`src/rtl/addsub_pkg.sv`:
```
// Shared types and sizing helpers for the digit-serial adder/subtractor.
package addsub_pkg;

   typedef enum logic [1:0] {
      IDLE = 2'd0,
      RUN  = 2'd1,
      DONE = 2'd2
   } state_t;

   localparam int N_DEF = 8;
   localparam int D_DEF = 2;

   // Digit counter width: enough to count N/D digits, never narrower than one bit.
   function automatic int cnt_w(input int n, input int d);
      int w;
      w = $clog2(n / d);
      return (w < 1) ? 1 : w;
   endfunction

endpackage

```
`src/rtl/addsub_serial_if.sv`:
```
// Start/done request bus of the serial adder/subtractor, plus a state debug tap.
// Handshake: start is sampled only while the unit is idle (busy=0); A, B and M are
// captured on that same edge. busy stays high until done has pulsed for exactly one
// cycle, which is the cycle in which S/Cout/V/Z first show the new result.
interface addsub_serial_if
   import addsub_pkg::*;
#(
   parameter int N = N_DEF
);
   logic         start;
   logic         M;
   logic [N-1:0] A;
   logic [N-1:0] B;
   logic         busy;
   logic         done;
   logic [N-1:0] S;
   logic         Cout;
   logic         V;
   logic         Z;
   state_t       state;

   modport master (
      output start, M, A, B,
      input  busy, done, S, Cout, V, Z, state
   );

   modport slave (
      input  start, M, A, B,
      output busy, done, S, Cout, V, Z, state
   );
endinterface

```
`src/rtl/addsub_digit.sv`:
```
// Combinational D-bit ripple adder; also exposes the carry into its top bit so the
// caller can form signed overflow on the final digit.
module addsub_digit #(
   parameter int D = 2
) (
   input  logic [D-1:0] a,
   input  logic [D-1:0] b,
   input  logic         cin,
   output logic [D-1:0] s,
   output logic         cout,
   output logic         c_msb
);
   logic [D:0] c;

   assign c[0] = cin;

   for (genvar i = 0; i < D; i++) begin : g_fa
      full_adder u_fa (
         .a    (a[i]),
         .b    (b[i]),
         .cin  (c[i]),
         .s    (s[i]),
         .cout (c[i+1])
      );
   end

   assign cout  = c[D];
   assign c_msb = c[D-1];
endmodule

```
`src/rtl/full_adder.sv`:
```
// One-bit full adder, the building block of the digit adder.
module full_adder (
   input  logic a,
   input  logic b,
   input  logic cin,
   output logic s,
   output logic cout
);
   assign s    = a ^ b ^ cin;
   assign cout = (a & b) | (cin & (a ^ b));
endmodule

```
`src/rtl/addsub_serial.sv`:
```
// Digit-serial two's-complement adder/subtractor: D bits per cycle over N/D cycles.
// Define ADDSUB_SAT_EN to saturate S to signed max/min on overflow.
module addsub_serial
   import addsub_pkg::*;
#(
   parameter int N = N_DEF,
   parameter int D = D_DEF
) (
   input  logic            clk,
   input  logic            rst_n,
   addsub_serial_if.slave  bus
);
   localparam int K  = N / D;
   localparam int CW = cnt_w(N, D);
   localparam logic [CW-1:0] LAST = CW'(K - 1);

   if (N < 2 || D < 1 || D > N || (N % D) != 0) begin : g_bad_params
      $error("addsub_serial: need N >= 2, 1 <= D <= N and N divisible by D");
   end

   state_t          state;
   logic [CW-1:0]   cnt;
   logic [N-1:0]    op_a;
   logic [N-1:0]    op_b;
   logic [N-1:0]    sum_sr;
   logic            carry;

   logic [D-1:0]    d_sum;
   logic            d_cout;
   logic            d_cmsb;
   logic [N-1:0]    sum_next;
   logic [N-1:0]    op_a_next;
   logic [N-1:0]    op_b_next;
   logic [N-1:0]    s_final;
   logic            v_next;

   addsub_digit #(.D(D)) u_digit (
      .a     (op_a[D-1:0]),
      .b     (op_b[D-1:0]),
      .cin   (carry),
      .s     (d_sum),
      .cout  (d_cout),
      .c_msb (d_cmsb)
   );

   // New digits enter at the top so after K shifts the sum is right-aligned.
   if (D == N) begin : g_single
      assign sum_next  = d_sum;
      assign op_a_next = '0;
      assign op_b_next = '0;
   end else begin : g_multi
      assign sum_next  = {d_sum, sum_sr[N-1:D]};
      assign op_a_next = {{D{1'b0}}, op_a[N-1:D]};
      assign op_b_next = {{D{1'b0}}, op_b[N-1:D]};
   end

   // Only meaningful on the last digit, where d_cmsb is the carry into bit N-1.
   assign v_next = d_cmsb ^ d_cout;

`ifdef ADDSUB_SAT_EN
   logic a_sign;

   // On overflow both effective operands share A's sign, so it gives the true sign.
   always_comb begin
      s_final = sum_next;
      if (v_next) begin
         s_final = a_sign ? {1'b1, {(N-1){1'b0}}} : {1'b0, {(N-1){1'b1}}};
      end
   end

   always_ff @(posedge clk) begin
      if (!rst_n) begin
         a_sign <= 1'b0;
      end else if (state == IDLE && bus.start) begin
         a_sign <= bus.A[N-1];
      end
   end
`else
   assign s_final = sum_next;
`endif

   assign bus.state = state;

   always_ff @(posedge clk) begin
      if (!rst_n) begin
         state    <= IDLE;
         bus.busy <= 1'b0;
         bus.done <= 1'b0;
         bus.S    <= '0;
         bus.Cout <= 1'b0;
         bus.V    <= 1'b0;
         bus.Z    <= 1'b0;
         cnt      <= '0;
         op_a     <= '0;
         op_b     <= '0;
         sum_sr   <= '0;
         carry    <= 1'b0;
      end else begin
         bus.done <= 1'b0;
         case (state)
            IDLE: begin
               if (bus.start) begin
                  // Subtraction is A + ~B + 1: invert B and seed the carry with M.
                  op_a     <= bus.A;
                  op_b     <= bus.B ^ {N{bus.M}};
                  carry    <= bus.M;
                  cnt      <= '0;
                  bus.busy <= 1'b1;
                  state    <= RUN;
               end
            end
            RUN: begin
               op_a   <= op_a_next;
               op_b   <= op_b_next;
               sum_sr <= sum_next;
               carry  <= d_cout;
               cnt    <= cnt + 1'b1;
               if (cnt == LAST) begin
                  bus.S    <= s_final;
                  bus.Cout <= d_cout;
                  bus.V    <= v_next;
                  bus.Z    <= (s_final == '0);
                  bus.done <= 1'b1;
                  state    <= DONE;
               end
            end
            DONE: begin
               bus.busy <= 1'b0;
               state    <= IDLE;
            end
            default: begin
               bus.busy <= 1'b0;
               state    <= IDLE;
            end
         endcase
      end
   end
endmodule

```
`src/flat_wrapper.sv`:
```
// flat-port wrapper written by rule: the top's interface ports become plain ports
module addsub_serial_flat import addsub_pkg::*;
#(
   parameter int N = N_DEF,
   parameter int D = D_DEF
)
  (clk, rst_n, bus_start, bus_M, bus_A, bus_B, bus_busy, bus_done, bus_S, bus_Cout, bus_V, bus_Z, bus_state);
  addsub_serial_if #(.N(N)) bus_i ();
  input  logic clk;
  input  logic rst_n;
  input wire logic [$bits(bus_i.start)-1:0] bus_start;
  input wire logic [$bits(bus_i.M)-1:0] bus_M;
  input wire logic [$bits(bus_i.A)-1:0] bus_A;
  input wire logic [$bits(bus_i.B)-1:0] bus_B;
  output wire logic [$bits(bus_i.busy)-1:0] bus_busy;
  output wire logic [$bits(bus_i.done)-1:0] bus_done;
  output wire logic [$bits(bus_i.S)-1:0] bus_S;
  output wire logic [$bits(bus_i.Cout)-1:0] bus_Cout;
  output wire logic [$bits(bus_i.V)-1:0] bus_V;
  output wire logic [$bits(bus_i.Z)-1:0] bus_Z;
  output wire logic [$bits(bus_i.state)-1:0] bus_state;
  assign bus_i.start = bus_start;
  assign bus_i.M = bus_M;
  assign bus_i.A = bus_A;
  assign bus_i.B = bus_B;
  assign bus_busy = bus_i.busy;
  assign bus_done = bus_i.done;
  assign bus_S = bus_i.S;
  assign bus_Cout = bus_i.Cout;
  assign bus_V = bus_i.V;
  assign bus_Z = bus_i.Z;
  assign bus_state = bus_i.state;
  addsub_serial #(.N(N), .D(D)) u_core (.clk(clk), .rst_n(rst_n), .bus(bus_i));
endmodule
```
`config.mk`:
```
export PLATFORM = sky130hd
export DESIGN_NAME = addsub_serial_flat
export DESIGN_NICKNAME = d
export VERILOG_FILES = /design/src/rtl/addsub_pkg.sv /design/src/rtl/addsub_serial_if.sv /design/src/rtl/addsub_digit.sv /design/src/rtl/full_adder.sv /design/src/rtl/addsub_serial.sv /design/src/flat_wrapper.sv
export SDC_FILE = /design/constraint.sdc
export NUM_CORES = 1
export LEC_CHECK = 0
export CORE_MARGIN = 1
export CORE_UTILIZATION = 30
export CTS_BUF_LIST = sky130_fd_sc_hd__clkbuf_4 sky130_fd_sc_hd__clkbuf_8
export DETAILED_ROUTE_END_ITERATION = 12
export SLEW_MARGIN = 20
export SYNTH_ARGS = -nofsm -noshare
export SYNTH_HDL_FRONTEND = slang
export SYNTH_SLANG_ARGS = --single-unit
```
`constraint.sdc`:
```
create_clock -name clk -period 2.2 [get_ports clk]
set_input_delay 0.55 -clock clk [delete_from_list [all_inputs] [get_ports clk]]
set_output_delay 0.55 -clock clk [all_outputs]
set_load 0.1 [all_outputs]
```
==> summary.md, run 1 <==
| Metric | Value |
|---|---|
| Commonest cells in the netlist | 40 x dfxtp_1, 33 x nand2_1, 11 x nor2b_1, 9 x a21boi_0, 9 x nor2_1 |
| Largest net degree at the start of global routing | 21 |
| RSZ-0062 raised after global routing | false |
| Fillers | 581 |
| FMAX | 555.1 MHz |
| Startpoint types | flip-flop |
| Register bit count reported by yosys | 40 |
| Antenna cells | 0 |
| Post-synthesis cell type count | 33 |
| Clock edge transition at the registers on the reported setup and hold paths | 80 ps |
| Seq/Total Area, Yosys | 45.39% |
| Crit path max-delay family | flip-flops |
| P per Cell Area | 718.6 nW/um2 |
| Gr ovfl total | 0 |
| Maximum vdd drop | around 0.32 mV |
| Root buffer cell | clkbuf_8 |
| Initial Util | a little under a third |
| Netlist Area Pre-Place | between 1500 and 2000 um2 |
| Slew HR | about three fifths |
| Placed cell areas | around 2100 um2 |
| Die area | around 6200 um2 |
| Final #Nets | between 200 and 250 |
| # rows | 27 |
| Asr flop ratio synth | 0% |
| Worst min path class | reg2reg |
| Slew @ Worst Pin | a little over 600 ps |
| Placer Congestion | ~0.74 |
| First-pass GRT wire length | between 6 and 7 mm |
| Sink Count | 40 |
| Insertion delay to the later sink of the worst-skew pair | slightly below 300 ps |
| Final min period | 1802 ps |
| Endpoints failing hold | 0 |
| CTS tree | built |
| H-tree Lvls | 2 |
| Crit-path cells | buf_12 |
| Fin. max-slew vios | 0 |
| Most common cell in the netlist | dfxtp_1 |
| WP data arrival | roughly 1300 ps |
| Fin Setup TNS | 0 ps |
| Via-per-instance ratio | between 4 and 5 |
| Vias in the first global route | approximately 1,400 |
| Initial drt markers | 50 |
| Worst path bufs/invs | 1 |
| DP HPWL | between 2 and 3 mm |
| DP Worst Slack | around 240 ps |
| Max-cap violations | 0 |
| Drt drc | 0 |
| Post CTS Setup Buffer Count | 0 |
| Routed Antenna Nets | 0 |
| Die Ht | a little under 80 um |
| Top cell type's share of synthesized area | 45.39% |
| Status | completed |
| Hold_buf cts | 0 |
| Die extent in x | roughly 79 um |
| Finished Cell Area | ~2200 um2 |
| Final period util | about four fifths |
| Core Box Area | 5574 um2 |
| Port Buffer Count | 34 |
| Final wirelength | 3.581 mm |
| Synth Instances | 190 |
| All-Layer GR Usage | between 10 and 15% |
| CP Capture Type | output port |
| Synth Area per Inst | roughly 9.3 um2 |
| CP max FO | 17 |
| Vias | 1,379 |
| Num CTS Buffers | 5 |
| CP max stage cell | dfxtp_1 |
| Initial antenna violation count | 0 |
| Synth top area cells | dfxtp_1 45%, nand2_1 7.0%, o221a_2 4.5% |
| Syn Nets | between 200 and 250 |
| CP Class | reg2out |
| Layout cells sized above 1 | 17.12% |
| DRT Pass-1 Iters | 4 |
| # IOs | 35 |
| Biggest area consumer among synthesized cells | dfxtp_1 |
| Tot Pwr | roughly 0.0016 W |
| Leak | between 0.9 and 1 nW |
| Yosys warnings | 0 |
| Post-Route Skew | 7.646 ps |
| DR WL/cell | 12.18 um |
| Worst endpoint required time | 1650 ps |
| Final setup violation count | 0 |
| Final worst slack | around 400 ps |
| Slowest Stage Delay on Critical Path | 710 ps |
| P&R area growth vs syn | 27.45% |
| Prevailing post-synth register cell | dfxtp_1 |
| Worst-case clock buffer depth | 2 |
| Post-synth EDFFs | 0 |
| Post-CTS sizing | 0 |
-- power breakdown --
group          leakage, nW  internal, W  total [W]  switching, W
Combinational        0.548     0.000112   0.000233      0.000121
Sequential           0.327     0.000759   0.000782     0.0000227
Clock               0.0586     0.000349   0.000601      0.000252
Total                0.934      0.00122    0.00162      0.000396
-- worst paths after layout --
path | from | cells past startpoint | slack [ps] | endpoint
worst min register to register | u_core.bus.S[1]$_SDFFE_PN0P_ | 2 | 470 | u_core.bus.S[1]$_SDFFE_PN0P_
worst min-delay path | u_core.bus.S[1]$_SDFFE_PN0P_ | 2 | 470 | u_core.bus.S[1]$_SDFFE_PN0P_
worst max-delay path | u_core.bus.state[1]$_SDFFE_PN0P_ | 1 | 400 | bus_state[1]
worst max register to register | u_core.op_a[0]$_SDFFE_PN0P_ | 6 | 410 | u_core.bus.V$_SDFFE_PN0P_
-- registers in the layout, summed over array words and instances (netlist names) --
| register | count |
|---|---|
| u_core.carry | 1 |
| u_core.bus.done | 1 |
| u_core.bus.V | 1 |
| u_core.bus.busy | 1 |
| u_core.op_a | 8 |
| u_core.sum_sr | 6 |
| u_core.bus.Z | 1 |
| u_core.cnt | 2 |
| u_core.op_b | 8 |
| u_core.bus.Cout | 1 |
| u_core.bus.S | 8 |
| u_core.bus.state | 2 |
-- logic make-up (layout without fill, tap and decap cells) --
| kind of cell | after synthesis | count (layout) | share of synthesized area (%) |
|---|---|---|---|
| flip-flops | 40 | 40 | 45.39 |
| XOR/XNOR | 9 | 9 | 4.468 |
| AO/OA/AOI/OAI | 45 | 45 | 21.42 |
| adder cells (fa/ha/maj) | 3 | 3 | 2.979 |
| AND/OR/NAND/NOR | 71 | 71 | 19.57 |
| buffers and inverters | 22 | 54 | 6.171 |
-- per-stage QoR --
| step | hold WS, ps | util [%] | instances |
|---|---|---|---|
| 3_3_place_gp | 452.4 | 38.34 | 286 |
| 5_1_grt | 505.4 | 40.34 | 294 |
| 6_report | 465.8 | 40.34 | 294 |
| 3_5_place_dp | 460.1 | 38.34 | 286 |
| 2_1_floorplan | 448.4 | - | 190 |
| 4_1_cts | 471.5 | 40.34 | 294 |
-- placed cells by master, fill, tap and decap left out, types with 5 or more instances in the layout --
cell type / count
dfxtp_1: 40
nand2_1: 33
clkdlybuf4s50_1: 19
buf_4: 18
nor2b_1: 11
a21boi_0: 9
nor2_1: 9
inv_1: 7
xnor2_1: 7
o211a_1: 7
nand3_1: 7
o221a_2: 7
a22oi_1: 6
o221ai_1: 6
a21oi_1: 6
clkbuf_8: 5
-- area by class of cell --
cell class                      count  area, um2  area share, %
Multi-Input combinational cell    128      854.6          38.01
Inverter                            7      26.28          1.169
Clock inverter                      2      35.03          1.558
Timing Repair Buffer               39      365.4          16.25
Tap cell                           72      90.09          4.007
Sequential cell                    40      800.8          35.61
Clock buffer                        6      76.32          3.395
-- metal layers --
metal | GRT usage, % | share of wire (%) | vias to the layer above
li1 | - | - | 715
met1 | 17.02 | 50 | 635
met2 | 20.35 | 45 | 27
met3 | 3.256 | 4.5 | 2
met4 | 5.000 | 0.75 | 0
met5 | 0 | 0 | -
(Power assumes the default switching activity.)
==> run 2, diff against run 1 <==
==> constraint.sdc (replaced) <==
create_clock -name clk -period 1.5 [get_ports clk]
set_input_delay 0.375 -clock clk [delete_from_list [all_inputs] [get_ports clk]]
set_output_delay 0.375 -clock clk [all_outputs]
set_load 0.1 [all_outputs]
==> summary.md, run 2 (synthesized netlist as in run 1, its figures left out) <==
| Metric | Value |
|---|---|
| Status | finished with violations |
| Failing checks | setup timing |
| Port Buffer Count | 34 |
| Max-cap violations | 0 |
| WP data arrival | ~1800 ps |
| CP most frequent cell | fa_2 |
| Gr ovfl total | 0 |
| DR WL/cell | roughly 12 um |
| Final setup violation count | 5 |
| Top Registers | u_core.bus.S: 8 flops, u_core.op_a: 8 flops, u_core.op_b: 8 flops |
| Final min period | 1593 ps |
| First-pass GRT wire length | between 6 and 7 mm |
| Worst R2R Setup Slack | -90 ps |
| Final period util | 106.2% |
| Post-Route Skew | 6.454 ps |
| Most frequent cells in the layout | 36 x dfxtp_1, 33 x nand2_1, 18 x clkdlybuf4s50_1 |
| Maximum vdd drop | around 0.44 mV |
| Layout cells sized above 1 | about a quarter |
| Worst-case clock buffer depth | 2 |
| Antenna cells | 0 |
| Worst endpoint required time | 1690 ps |
| Vias | 1,443 |
| Reg2reg path depth | 5 |
| Routed Antenna Nets | 0 |
| P&R area growth vs syn | 44.82% |
| Core Box Area | approximately 5600 um2 |
| Slew HR | between 70% and 80% |
| R2R Path End | u_core.sum_sr[7]$_SDFFE_PN0P_ |
| # IOs | 35 |
| Largest net degree at the start of global routing | 23 |
| P per Cell Area | roughly 950 nW/um2 |
| Slew @ Worst Pin | between 400 and 500 ps |
| Worst min path class | reg2reg |
| Final wirelength | about 3.6 mm |
| Initial antenna violation count | 0 |
| Root buffer cell | clkbuf_8 |
| Finished Core Util | a little under half |
| Reg2Reg Launch Point | u_core.op_b[0]$_SDFFE_PN0P_ |
| Critical Path Start | u_core.op_b[0]$_SDFFE_PN0P_ |
| Hold_buf cts | 0 |
| Placer Congestion | 0.7658 |
| FMAX | around 630 MHz |
| Vias in the first global route | 1,448 |
| Slowest Stage Delay on Critical Path | 550 ps |
| Commonest non-fill, non-tap cell in the layout | dfxtp_1 |
| Hold_ws | 487.3 ps |
| Clock edge transition at the registers on the reported setup and hold paths | 80 ps |
| CP max FO | 3 |
| DP Worst Slack | -234.0 ps |
| Fin. max-slew vios | 0 |
| Fillers | between 500 and 600 |
| H-tree Lvls | 2 |
| Final worst slack | -93.05 ps |
| Initial drt markers | between 80 and 90 |
| RSZ-0062 raised after global routing | true |
| Die extent in x | around 79 um |
| DRT Pass-1 Iters | 4 |
| CP Class | reg2reg |
| Die area | approximately 6200 um2 |
| Final #Nets | around 260 |
| Leak | about 1.0 nW |
| Insertion delay to the later sink of the worst-skew pair | 290 ps |
| Initial Util | approximately a third |
| Drt drc | 0 |
| Sink Count | 40 |
| CP Capture Type | flip-flop |
| Endpoints failing hold | 0 |
| CTS tree | built |
| Num CTS Buffers | 5 |
| Die Ht | 78.69 um |
| Crit-path cells | inv_2 -> fa_2 -> fa_2 -> nand2_1 -> o211a_1 |
| CP max stage cell | fa_2 |
| CP Capture Point | u_core.sum_sr[7]$_SDFFE_PN0P_ |
| All-Layer GR Usage | approximately 13% |
| Via-per-instance ratio | 4.716 |
| Startpoint types | flip-flop |
| DP HPWL | roughly 2.6 mm |
| # rows | 27 |
## run 2: area by class of cell
| class | count | area [um2] | area share, % |
|---|---|---|---|
| timing repair buffer | 51 | 645.6 | 25.27 |
| clock buffer | 5 | 68.82 | 2.693 |
| multi-input combinational | 128 | 872.1 | 34.13 |
| clock inverter | 3 | 46.29 | 1.812 |
| tap | 72 | 90.09 | 3.526 |
| inverter | 7 | 26.28 | 1.028 |
| sequential | 40 | 805.8 | 31.54 |
## run 2: critical path: cells and delay by family (launching register included)
kind,cells,cell delay [ps]
AND/OR/NAND/NOR,1,50
adder cells (fa/ha/maj),2,940
AO/OA/AOI/OAI,1,120
flip-flops,1,340
buffers and inverters,1,40
## run 2: metal layers
| metal | GRT usage [%] | wire length [um] | up-vias |
|---|---|---|---|
| met5 | 0 | 0 | - |
| met4 | 4.630 | 35 | 0 |
| met3 | 3.837 | 148 | 4 |
| met2 | 21.39 | 1634 | 31 |
| met1 | 17.33 | 1777 | 665 |
| li1 | - | - | 743 |
## run 2: what timing repair did
action / CTS / global route
pin swaps: 1 / 2
setup buffers: 1 / 0
cloned: 0 / 0
endpoints found under the setup margin: 5 / 9
resized for setup: 2 / 4
## run 2: through the flow
| stage | total power [W] | area [um2] | cells | TNS [ps] |
|---|---|---|---|---|
| floorplan | 0.001406 | 1773 | 190 | -198.9 |
| global placement | 0.001548 | 2416 | 297 | -2789 |
| detailed placement | 0.001554 | 2416 | 297 | -3347 |
| CTS | 0.002465 | 2540 | 306 | -431.6 |
| global route | 0.002557 | 2555 | 306 | -718.0 |
| finish | 0.002434 | 2555 | 306 | -343.4 |
## run 2: worst min-delay path by stage
stage | from | to | slack (ps) | depth (start not counted)
after floorplan | u_core.sum_sr[3]$_SDFFE_PN0P_ | u_core.sum_sr[3]$_SDFFE_PN0P_ | 450 | 2
after CTS | u_core.sum_sr[2]$_SDFFE_PN0P_ | u_core.bus.S[0]$_SDFFE_PN0P_ | 490 | 2
after detailed placement | u_core.op_b[2]$_SDFFE_PN0P_ | u_core.op_b[2]$_SDFFE_PN0P_ | 470 | 2
final | u_core.sum_sr[3]$_SDFFE_PN0P_ | u_core.sum_sr[3]$_SDFFE_PN0P_ | 490 | 2
after global routing | u_core.sum_sr[7]$_SDFFE_PN0P_ | u_core.bus.S[5]$_SDFFE_PN0P_ | 520 | 2
after global placement | u_core.sum_sr[3]$_SDFFE_PN0P_ | u_core.sum_sr[3]$_SDFFE_PN0P_ | 460 | 2
## run 2: report_power, final
group          switching, W  internal (W)  leakage (nW)
clock network      0.000397      0.000501        0.0548
registers         0.0000415       0.00111         0.328
logic              0.000179      0.000201         0.661
total              0.000617       0.00182          1.04
